File: config.mk
export PLATFORM = sky130hd
export DESIGN_NAME = display_mode_ctrl_flat
export DESIGN_NICKNAME = d
export VERILOG_FILES = /design/src/rtl/display_mode_ctrl_pkg.sv /design/src/rtl/display_mode_ctrl_if.sv /design/src/rtl/display_mode_ctrl_conv_handshake.sv /design/src/rtl/display_mode_ctrl.sv /design/src/flat_wrapper.sv
export SDC_FILE = /design/constraint.sdc
export NUM_CORES = 1
export LEC_CHECK = 0
export CORE_ASPECT_RATIO = 1.1
export CORE_MARGIN = 3
export CORE_UTILIZATION = 37
export CTS_CLUSTER_SIZE = 40
export DETAILED_ROUTE_END_ITERATION = 7
export PLACE_DENSITY_LB_ADDON = 0.08
export SYNTH_ARGS = -nofsm -noshare
export SYNTH_HDL_FRONTEND = slang
export SYNTH_SLANG_ARGS = --single-unit
File: constraint.sdc
create_clock -name clock -period 1.3 [get_ports clock]
set_input_delay 0.26 -clock clock [delete_from_list [all_inputs] [get_ports clock]]
set_output_delay 0.26 -clock clock [all_outputs]
set_load 0.03 [all_outputs]
File: src/rtl/display_mode_ctrl_pkg.sv
// Shared definitions for the display/mode controller: handshake state
// encoding, the ASCII blank character and the index-width helper.
package display_ctrl_pkg;

    typedef enum logic {
        IDLE = 1'b0,
        BUSY = 1'b1
    } convState_t;

    localparam logic [7:0] ASCII_BLANK = 8'h20;

    // Width of a counter/index that must hold values 0..n-1 (never below 1 bit)
    function automatic int idxWidth(input int n);
        return (n <= 2) ? 1 : $clog2(n);
    endfunction

endpackage

File: src/rtl/display_mode_ctrl_if.sv
// Converter handshake bundle: the controller (master) requests a binary to
// ASCII conversion and the converter (slave) returns the digit string.
interface display_mode_ctrl_if #(
    parameter int NUM_MODES  = 4,
    parameter int NUM_DIGITS = 6
);

    logic                    conv_start;
    logic [NUM_MODES-1:0]    conv_mode;
    logic                    conv_valid;
    logic [NUM_DIGITS*8-1:0] conv_digits;

    modport master (
        output conv_start,
        output conv_mode,
        input  conv_valid,
        input  conv_digits
    );

    modport slave (
        input  conv_start,
        input  conv_mode,
        output conv_valid,
        output conv_digits
    );

endinterface

File: src/rtl/display_mode_ctrl_conv_handshake.sv
// Conversion handshake for the display controller: IDLE/BUSY request FSM,
// pending-request merge, BUSY timeout and the latched digit/punctuation
// registers that the LCD driver reads.
module conv_handshake
    import display_ctrl_pkg::*;
#(
    parameter int NUM_MODES    = 4,
    parameter int NUM_DIGITS   = 6,
    parameter int CONV_TIMEOUT = 64
) (
    input  logic                    clock,
    input  logic                    reset,
    input  logic                    req_i,
    input  logic [NUM_MODES-1:0]    modeOh_i,
    input  logic                    point_i,
    input  logic                    col_i,
    display_mode_ctrl_if.master     conv,
    output logic [NUM_DIGITS*8-1:0] digits_o,
    output logic                    point_o,
    output logic                    col_o,
    output logic                    convErr_o
);

    localparam int TW = idxWidth(CONV_TIMEOUT);

    convState_t              state_q,    state_d;
    logic                    pend_q,     pend_d;
    logic [TW-1:0]           tmr_q,      tmr_d;
    logic                    start_q,    start_d;
    logic [NUM_MODES-1:0]    convMode_q, convMode_d;
    logic [NUM_DIGITS*8-1:0] digits_q,   digits_d;
    logic                    point_q,    point_d;
    logic                    col_q,      col_d;
    logic                    err_q,      err_d;

    // State register for the handshake FSM and everything it latches
    always_ff @(posedge clock) begin
        if (reset) begin
            state_q    <= IDLE;
            pend_q     <= 1'b0;
            tmr_q      <= '0;
            start_q    <= 1'b0;
            convMode_q <= '0;
            digits_q   <= '0;
            point_q    <= 1'b0;
            col_q      <= 1'b0;
            err_q      <= 1'b0;
        end else begin
            state_q    <= state_d;
            pend_q     <= pend_d;
            tmr_q      <= tmr_d;
            start_q    <= start_d;
            convMode_q <= convMode_d;
            digits_q   <= digits_d;
            point_q    <= point_d;
            col_q      <= col_d;
            err_q      <= err_d;
        end
    end

    // Next state: start on request or leftover pend, capture or time out while BUSY
    always_comb begin
        state_d    = state_q;
        pend_d     = pend_q;
        tmr_d      = tmr_q;
        start_d    = 1'b0;
        convMode_d = convMode_q;
        digits_d   = digits_q;
        point_d    = point_q;
        col_d      = col_q;
        err_d      = err_q;
        unique case (state_q)
            IDLE: begin
                if (req_i || pend_q) begin
                    start_d    = 1'b1;
                    convMode_d = modeOh_i;
                    tmr_d      = '0;
                    pend_d     = 1'b0;
                    state_d    = BUSY;
                end
            end
            BUSY: begin
                pend_d = pend_q | req_i;
                if (conv.conv_valid) begin
                    digits_d = conv.conv_digits;
                    point_d  = point_i;
                    col_d    = col_i;
                    err_d    = 1'b0;
                    state_d  = IDLE;
                end else if (tmr_q == TW'(CONV_TIMEOUT - 1)) begin
                    err_d   = 1'b1;
                    state_d = IDLE;
                end else begin
                    tmr_d = tmr_q + TW'(1);
                end
            end
            default: state_d = IDLE;
        endcase
    end

    assign conv.conv_start = start_q;
    assign conv.conv_mode  = convMode_q;
    assign digits_o        = digits_q;
    assign point_o         = point_q;
    assign col_o           = col_q;
    assign convErr_o       = err_q;

endmodule

File: src/rtl/display_mode_ctrl.sv
// Display/mode controller for the bike computer: mode index, one-hot mode
// indicators with overspeed blinking, blink/colon phases, conversion request
// generation and (optional) auto-return to mode 0.
// Optional feature macro: AUTO_RETURN_EN (return to mode 0 after IDLE_SECS
// seconds without a mode press).
module display_mode_ctrl
    import display_ctrl_pkg::*;
#(
    parameter int                   NUM_MODES    = 4,
    parameter int                   NUM_DIGITS   = 6,
    parameter int                   SPEED_W      = 7,
    parameter int                   SPEED_LIMIT  = 65,
    parameter logic [NUM_MODES-1:0] POINT_MASK   = 4'b0011,
    parameter logic [NUM_MODES-1:0] COL_MASK     = 4'b0100,
    parameter int                   CONV_TIMEOUT = 64,
    parameter int                   IDLE_SECS    = 30
) (
    input  logic                    clock,
    input  logic                    reset,
    input  logic                    mode,
    input  logic                    half_sec_pulse,
    input  logic                    sec_pulse,
    input  logic [SPEED_W-1:0]      speed,
    display_mode_ctrl_if.master     conv,
    output logic [NUM_MODES-1:0]    mode_ind,
    output logic [NUM_DIGITS*8-1:0] digits,
    output logic                    point,
    output logic                    col,
    output logic                    conv_err
);

    localparam int IW = idxWidth(NUM_MODES);

    logic [IW-1:0]        modeIdx_q, modeIdx_d;
    logic                 modeR_q;
    logic                 blinkPh_q;
    logic                 colPh_q;
    logic [NUM_MODES-1:0] modeInd_q;
    logic [NUM_MODES-1:0] modeOh;
    logic                 overspeed;
    logic                 autoRet;
    logic                 req;

`ifdef AUTO_RETURN_EN
    localparam int SW = idxWidth(IDLE_SECS + 1);
    logic [SW-1:0] secCnt_q, secCnt_d;
`else
    logic unusedIdleSecs;
    assign unusedIdleSecs = (IDLE_SECS > 0);
`endif

    // One-hot decode of the current mode index
    always_comb begin
        modeOh            = '0;
        modeOh[modeIdx_q] = 1'b1;
    end

    assign overspeed = (speed > SPEED_W'(SPEED_LIMIT));

    // Next mode index; a press beats an auto-return landing in the same cycle
    always_comb begin
        modeIdx_d = modeIdx_q;
        autoRet   = 1'b0;
`ifdef AUTO_RETURN_EN
        secCnt_d = secCnt_q;
        autoRet  = !mode && (secCnt_q == SW'(IDLE_SECS)) && (modeIdx_q != '0);
        if (mode || autoRet) begin
            secCnt_d = '0;
        end else if (sec_pulse && (secCnt_q < SW'(IDLE_SECS))) begin
            secCnt_d = secCnt_q + SW'(1);
        end
`endif
        if (mode) begin
            modeIdx_d = (modeIdx_q == IW'(NUM_MODES - 1)) ? '0 : modeIdx_q + IW'(1);
        end else if (autoRet) begin
            modeIdx_d = '0;
        end
    end

`ifdef AUTO_RETURN_EN
    // Seconds since the last press, saturating at IDLE_SECS
    always_ff @(posedge clock) begin
        if (reset) begin
            secCnt_q <= '0;
        end else begin
            secCnt_q <= secCnt_d;
        end
    end
`endif

    // Mode index, delayed press pulse, blink/colon phases and indicator register
    always_ff @(posedge clock) begin
        if (reset) begin
            modeIdx_q <= '0;
            modeR_q   <= 1'b0;
            blinkPh_q <= 1'b0;
            colPh_q   <= 1'b0;
            modeInd_q <= '0;
        end else begin
            modeIdx_q <= modeIdx_d;
            modeR_q   <= mode | autoRet;
            blinkPh_q <= blinkPh_q ^ half_sec_pulse;
            colPh_q   <= colPh_q ^ sec_pulse;
            modeInd_q <= (overspeed && blinkPh_q) ? '1 : modeOh;
        end
    end

    assign req      = sec_pulse | modeR_q;
    assign mode_ind = modeInd_q;

    conv_handshake #(
        .NUM_MODES   (NUM_MODES),
        .NUM_DIGITS  (NUM_DIGITS),
        .CONV_TIMEOUT(CONV_TIMEOUT)
    ) uHandshake (
        .clock    (clock),
        .reset    (reset),
        .req_i    (req),
        .modeOh_i (modeOh),
        .point_i  (POINT_MASK[modeIdx_q]),
        .col_i    (COL_MASK[modeIdx_q] & colPh_q),
        .conv     (conv),
        .digits_o (digits),
        .point_o  (point),
        .col_o    (col),
        .convErr_o(conv_err)
    );

endmodule

File: src/flat_wrapper.sv
// flat-port wrapper written by rule: the top's interface ports become plain ports
module display_mode_ctrl_flat import display_ctrl_pkg::*;
#(
    parameter int                   NUM_MODES    = 4,
    parameter int                   NUM_DIGITS   = 6,
    parameter int                   SPEED_W      = 7,
    parameter int                   SPEED_LIMIT  = 65,
    parameter logic [NUM_MODES-1:0] POINT_MASK   = 4'b0011,
    parameter logic [NUM_MODES-1:0] COL_MASK     = 4'b0100,
    parameter int                   CONV_TIMEOUT = 64,
    parameter int                   IDLE_SECS    = 30
)
  (clock, reset, mode, half_sec_pulse, sec_pulse, speed, mode_ind, digits, point, col, conv_err, conv_conv_start, conv_conv_mode, conv_conv_valid, conv_conv_digits);
  display_mode_ctrl_if #(.NUM_MODES(NUM_MODES), .NUM_DIGITS(NUM_DIGITS)) conv_i ();
  input  logic clock;
  input  logic reset;
  input  logic mode;
  input  logic half_sec_pulse;
  input  logic sec_pulse;
  input  logic [SPEED_W-1:0] speed;
  output logic [NUM_MODES-1:0] mode_ind;
  output logic [NUM_DIGITS*8-1:0] digits;
  output logic point;
  output logic col;
  output logic conv_err;
  output wire logic [$bits(conv_i.conv_start)-1:0] conv_conv_start;
  output wire logic [$bits(conv_i.conv_mode)-1:0] conv_conv_mode;
  input wire logic [$bits(conv_i.conv_valid)-1:0] conv_conv_valid;
  input wire logic [$bits(conv_i.conv_digits)-1:0] conv_conv_digits;
  assign conv_conv_start = conv_i.conv_start;
  assign conv_conv_mode = conv_i.conv_mode;
  assign conv_i.conv_valid = conv_conv_valid;
  assign conv_i.conv_digits = conv_conv_digits;
  display_mode_ctrl #(.NUM_MODES(NUM_MODES), .NUM_DIGITS(NUM_DIGITS), .SPEED_W(SPEED_W), .SPEED_LIMIT(SPEED_LIMIT), .POINT_MASK(POINT_MASK), .COL_MASK(COL_MASK), .CONV_TIMEOUT(CONV_TIMEOUT), .IDLE_SECS(IDLE_SECS)) u_core (.clock(clock), .reset(reset), .mode(mode), .half_sec_pulse(half_sec_pulse), .sec_pulse(sec_pulse), .speed(speed), .conv(conv_i), .mode_ind(mode_ind), .digits(digits), .point(point), .col(col), .conv_err(conv_err));
endmodule
==> results summary <==
The run finished with clean final reports. The final hold slack is 321.9 ps. The sum of buffers and inverters on the critical path came out at 1. The sort of element at the start of the critical path is a register. The worst flop-to-flop path endpoint is u_core.uHandshake.tmr_q[3].

STA classifies the critical path endpoint as a register. The number of maximum-capacitance constraint violations came out at 0. Fill cells in the final layout number 628. The slew at the pin closest to its max-slew limit came out at 302.9 ps. The number of hold violations in the final report came out at 0. The synthesized netlist contains 30 unique library cells. The CTS H-tree depth came out at 3. The cell type of the slowest stage on the worst timing path is dfxtp_4. The via density per instance came out at 4.752. The total inserted antenna cells is 0. Broken down by cell family, the worst path's largest delay share belongs to flip-flops. The worst-case register-to-register setup slack is 20 ps.

The total overflow left after global routing is 0. The total of warnings raised by yosys is 0. The synthesis-to-finish area growth is 63.47%.

The cell row count came out at 32. The ratio of final minimum period to clock period came out at 98.61%. The first global-routing pass estimated 11510 µm of wire.

The leakage power summed over all cells came out at 1.692 nW. A synthesized cell averages 8.400 µm². The overall die area came out at 8446 µm². After clock tree synthesis, the clock-pin slew on the worst setup and hold paths is 80 ps. The data arrival time of the worst path came out at 1490 ps. Setup repair after global routing could not meet its margin everywhere.

The number of setup violations in the final report came out at 0. The I/O pin count came out at 121. The tree built by TritonCTS fans out to 73 sinks. The startpoint identified for the worst hold timing path is reset. The initial antenna violation count came to 0. The power per standard cell area came out at 1152 nW/µm². Counting cells, the worst reg-to-reg path comes to 5. The number of standard cells in the final layout excluding fillers came out at 544. The total standard cell area after synthesis came out at 2730 µm². In this run the tightest slew margin relative to its limit is 79.88%.

The number of design-rule violations left by the first detailed-router iteration came out at 71. The post-route core utilization came out at 62.98%. The number of search-and-repair iterations in the first detailed-routing pass came out at 4. Cells with a size suffix above 1 make up 24.18% of the layout. Synthesis inferred 73 register bits. The global router's overall resource usage came out at 17.32%.

The path with the worst hold slack has its endpoint at u_core.uHandshake.tmr_q[5]. Summing internal, switching and leakage power gives 0.005143 W. The number of buffers created by CTS came out at 9.

The number of enable flip-flop cells after synthesis came out at 0. The total nets after synthesis came out at 391. The setup clock skew after layout is 9.843 ps. The count of vias placed by the detailed router came out at 2585. Data on the critical path is required at its endpoint by 1510 ps. The top flip-flop cell by instance count after synthesis is dfxtp_1.

The core area came out at 7087 µm². The number of remaining DRC errors is 0. The setup total negative slack came out at 0 ps. The delay of the slowest cell on the worst path came out at 360 ps. In this run, placement finished with an instance count of 526.

The via count of the first global-routing pass was 2511. The critical path is of the reg -> reg type. The horizontal die dimension is 87.90 µm. In this run the vertical extent of the chip is 96.09 µm. The detailed placement HPWL came out at 5128 µm. Sequential elements use 53.53% of the synthesized area. The maximum clock insertion buffer count is 2. The routed wire length is 7203 µm. Traced cell by cell, the critical path runs through ha_4 > and3_4 > a211oi_2 > buf_4 > o32ai_2. Once detail routing completed, the nets flagged for antenna violations numbered 0.

The cell count after synthesis came out at 325. At the end of routability-driven placement, the weighted congestion stood at 0.7371. After layout, the minimum clock period comes to 1282 ps. The worst min-delay path category is in -> reg. The final layout contains 520 nets. Along the worst path, the maximum fanout reaches 5. The number of port buffers came out at 119. The average detailed-routed wire length per instance is 13.24 µm. For this run, the top clock speed supported by timing is 780.1 MHz.

The insertion delay of the later-clocked pin in the worst-skew pair came out at 330 ps. In this run, post-CTS hold repair placed 0 buffers. The clock root buffer master is clkbuf_8. The number of cells traversed by the worst hold path came out at 4. The maximum number of pins on one net before global-route repair came out at 46. The share of flip-flops with an asynchronous set or reset is 0%. TritonCTS built the clock tree. The starting density of the core is 38.52%. IR analysis of the VDD net gives a maximum drop of 709.5 µV.

The number of pins with negative max-slew slack in the final report is 0. In this run the critical register-to-register path is launched from u_core.uHandshake.tmr_q[1].
==> kinds of logic after synthesis <==
logic type / count (synthesis) / share of synthesized area [%]
and+or+nand+nor: 133 / 20.30
AOI/OAI and AO/OA: 74 / 15.17
DFF: 73 / 53.53
buffers and inverters: 32 / 5.866
muxes: 6 / 2.200
adders and majority gates: 5 / 2.291
xor gates and xnor gates: 2 / 0.6417
==> cells in the mapped netlist, types with 3 or more instances <==
library cell | number | area [µm²]
a21oi_1 | 59 | 295.3
buf_4 | 6 | 45.04
clkbuf_1 | 11 | 41.29
dfxtp_1 | 73 | 1461
ha_1 | 5 | 62.56
inv_1 | 11 | 41.29
mux2i_1 | 6 | 60.06
nand2_1 | 98 | 367.9
nand2b_1 | 3 | 18.77
nand3_1 | 6 | 30.03
nor2_1 | 11 | 41.29
nor2b_1 | 3 | 18.77
nor3_1 | 3 | 15.01
o21ai_0 | 7 | 35.03
o32ai_1 | 3 | 26.28
==> repair_timing <==
action / CTS / global route
setup buffers: 0 / 2
endpoints found under the setup margin: 50 / 40
gates resized for setup: 131 / 16
pin swaps: 3 / 4
==> worst max path at each step <==
stage | startpoint | endpoint | slack (ps) | depth (start not counted)
after floorplan | u_core.uHandshake.tmr_q[0] | u_core.uHandshake.tmr_q[1] | 0.3 | 5
after global placement | speed[3] | u_core.mode_ind[3] | -380 | 4
after detailed placement | speed[3] | u_core.mode_ind[3] | -390 | 4
after CTS | u_core.uHandshake.tmr_q[1] | u_core.uHandshake.tmr_q[1] | 0.9 | 4
after global routing | u_core.uHandshake.tmr_q[0] | u_core.uHandshake.tmr_q[4] | -50 | 5
final | u_core.uHandshake.tmr_q[1] | u_core.uHandshake.tmr_q[3] | 20 | 5
==> per-stage QoR <==
| stage | area [µm²] | setup slack [ps] |
|---|---|---|
| floorplan | 2750 | 0.2811 |
| global placement | 4148 | -377.7 |
| detailed placement | 4148 | -391.2 |
| CTS | 4431 | 0.8673 |
| global route | 4463 | -45.68 |
| finish | 4463 | 18.07 |
==> report_power, final <==
part / internal (W) / leakage [nW] / switching, W / total [W]
sequential: 0.00234 / 0.597 / 0.0000648 / 0.00241
combinational: 0.000447 / 0.989 / 0.000468 / 0.000916
clock: 0.00104 / 0.107 / 0.000775 / 0.00182
==> sequential cells by signal, indices dropped and copies added, names as in the netlist <==
register and count:
u_core.uHandshake.convErr_o 1, u_core.uHandshake.pend_q 1, u_core.uHandshake.point_o 1, u_core.colPh_q 1, u_core.uHandshake.tmr_q 6, u_core.modeIdx_q 2, u_core.modeR_q 1, u_core.mode_ind 4
u_core.uHandshake.conv.conv_mode 4, u_core.uHandshake.col_o 1, u_core.uHandshake.digits_o 48, u_core.blinkPh_q 1, u_core.uHandshake.state_q 1, u_core.uHandshake.conv.conv_start 1
==> per-layer routing <==
layer,track usage (%),routed length [µm],vias to the layer above
met2,29.27,3656,73
met5,0,0,-
li1,-,-,1326
met3,4.452,439,10
met1,20.74,3001,1176
met4,7.289,106,0
==> worst reg2reg max path: cells and delay by family (launching register included) <==
kind	cells	cell delay [ps]
flops	1	360
fa+ha+maj	1	150
simple gates	1	200
compound gates	2	270
buf+inv	1	180
==> final cells by class <==
cell class	count	area [µm²]	area share (%)
Multi-Input combinational cell	220	1194	26.75
Timing Repair Buffer	139	1446	32.41
Tap cell	85	106.4	2.383
Clock buffer	14	172.7	3.869
Sequential cell	73	1468	32.88
Clock inverter	2	35.03	0.7850
Inverter	11	41.29	0.9251
==> layout by cell type, fill, tap and decap left out, types with 2 or more instances in the layout <==
cell type / Yosys / routed
nand2_1: 98 / 97
mux2i_1: 6 / 5
clkdlybuf4s15_2: 0 / 37
nand2b_1: 3 / 3
nor2b_1: 3 / 2
dfxtp_2: 0 / 2
buf_4: 6 / 24
clkdlybuf4s50_1: 0 / 56
ha_1: 5 / 4
o21ai_0: 7 / 7
inv_1: 11 / 11
xnor2_1: 2 / 2
nand3_1: 6 / 6
dfxtp_1: 73 / 70
clkbuf_2: 0 / 6
clkbuf_8: 0 / 12
o32ai_2: 0 / 3
buf_12: 0 / 10
dlygate4sd2_1: 0 / 2
clkbuf_1: 11 / 2
nor3_1: 3 / 3
a21oi_1: 59 / 59
nor2_1: 11 / 11
No activity file was read; power rests on OpenSTA's default activity.
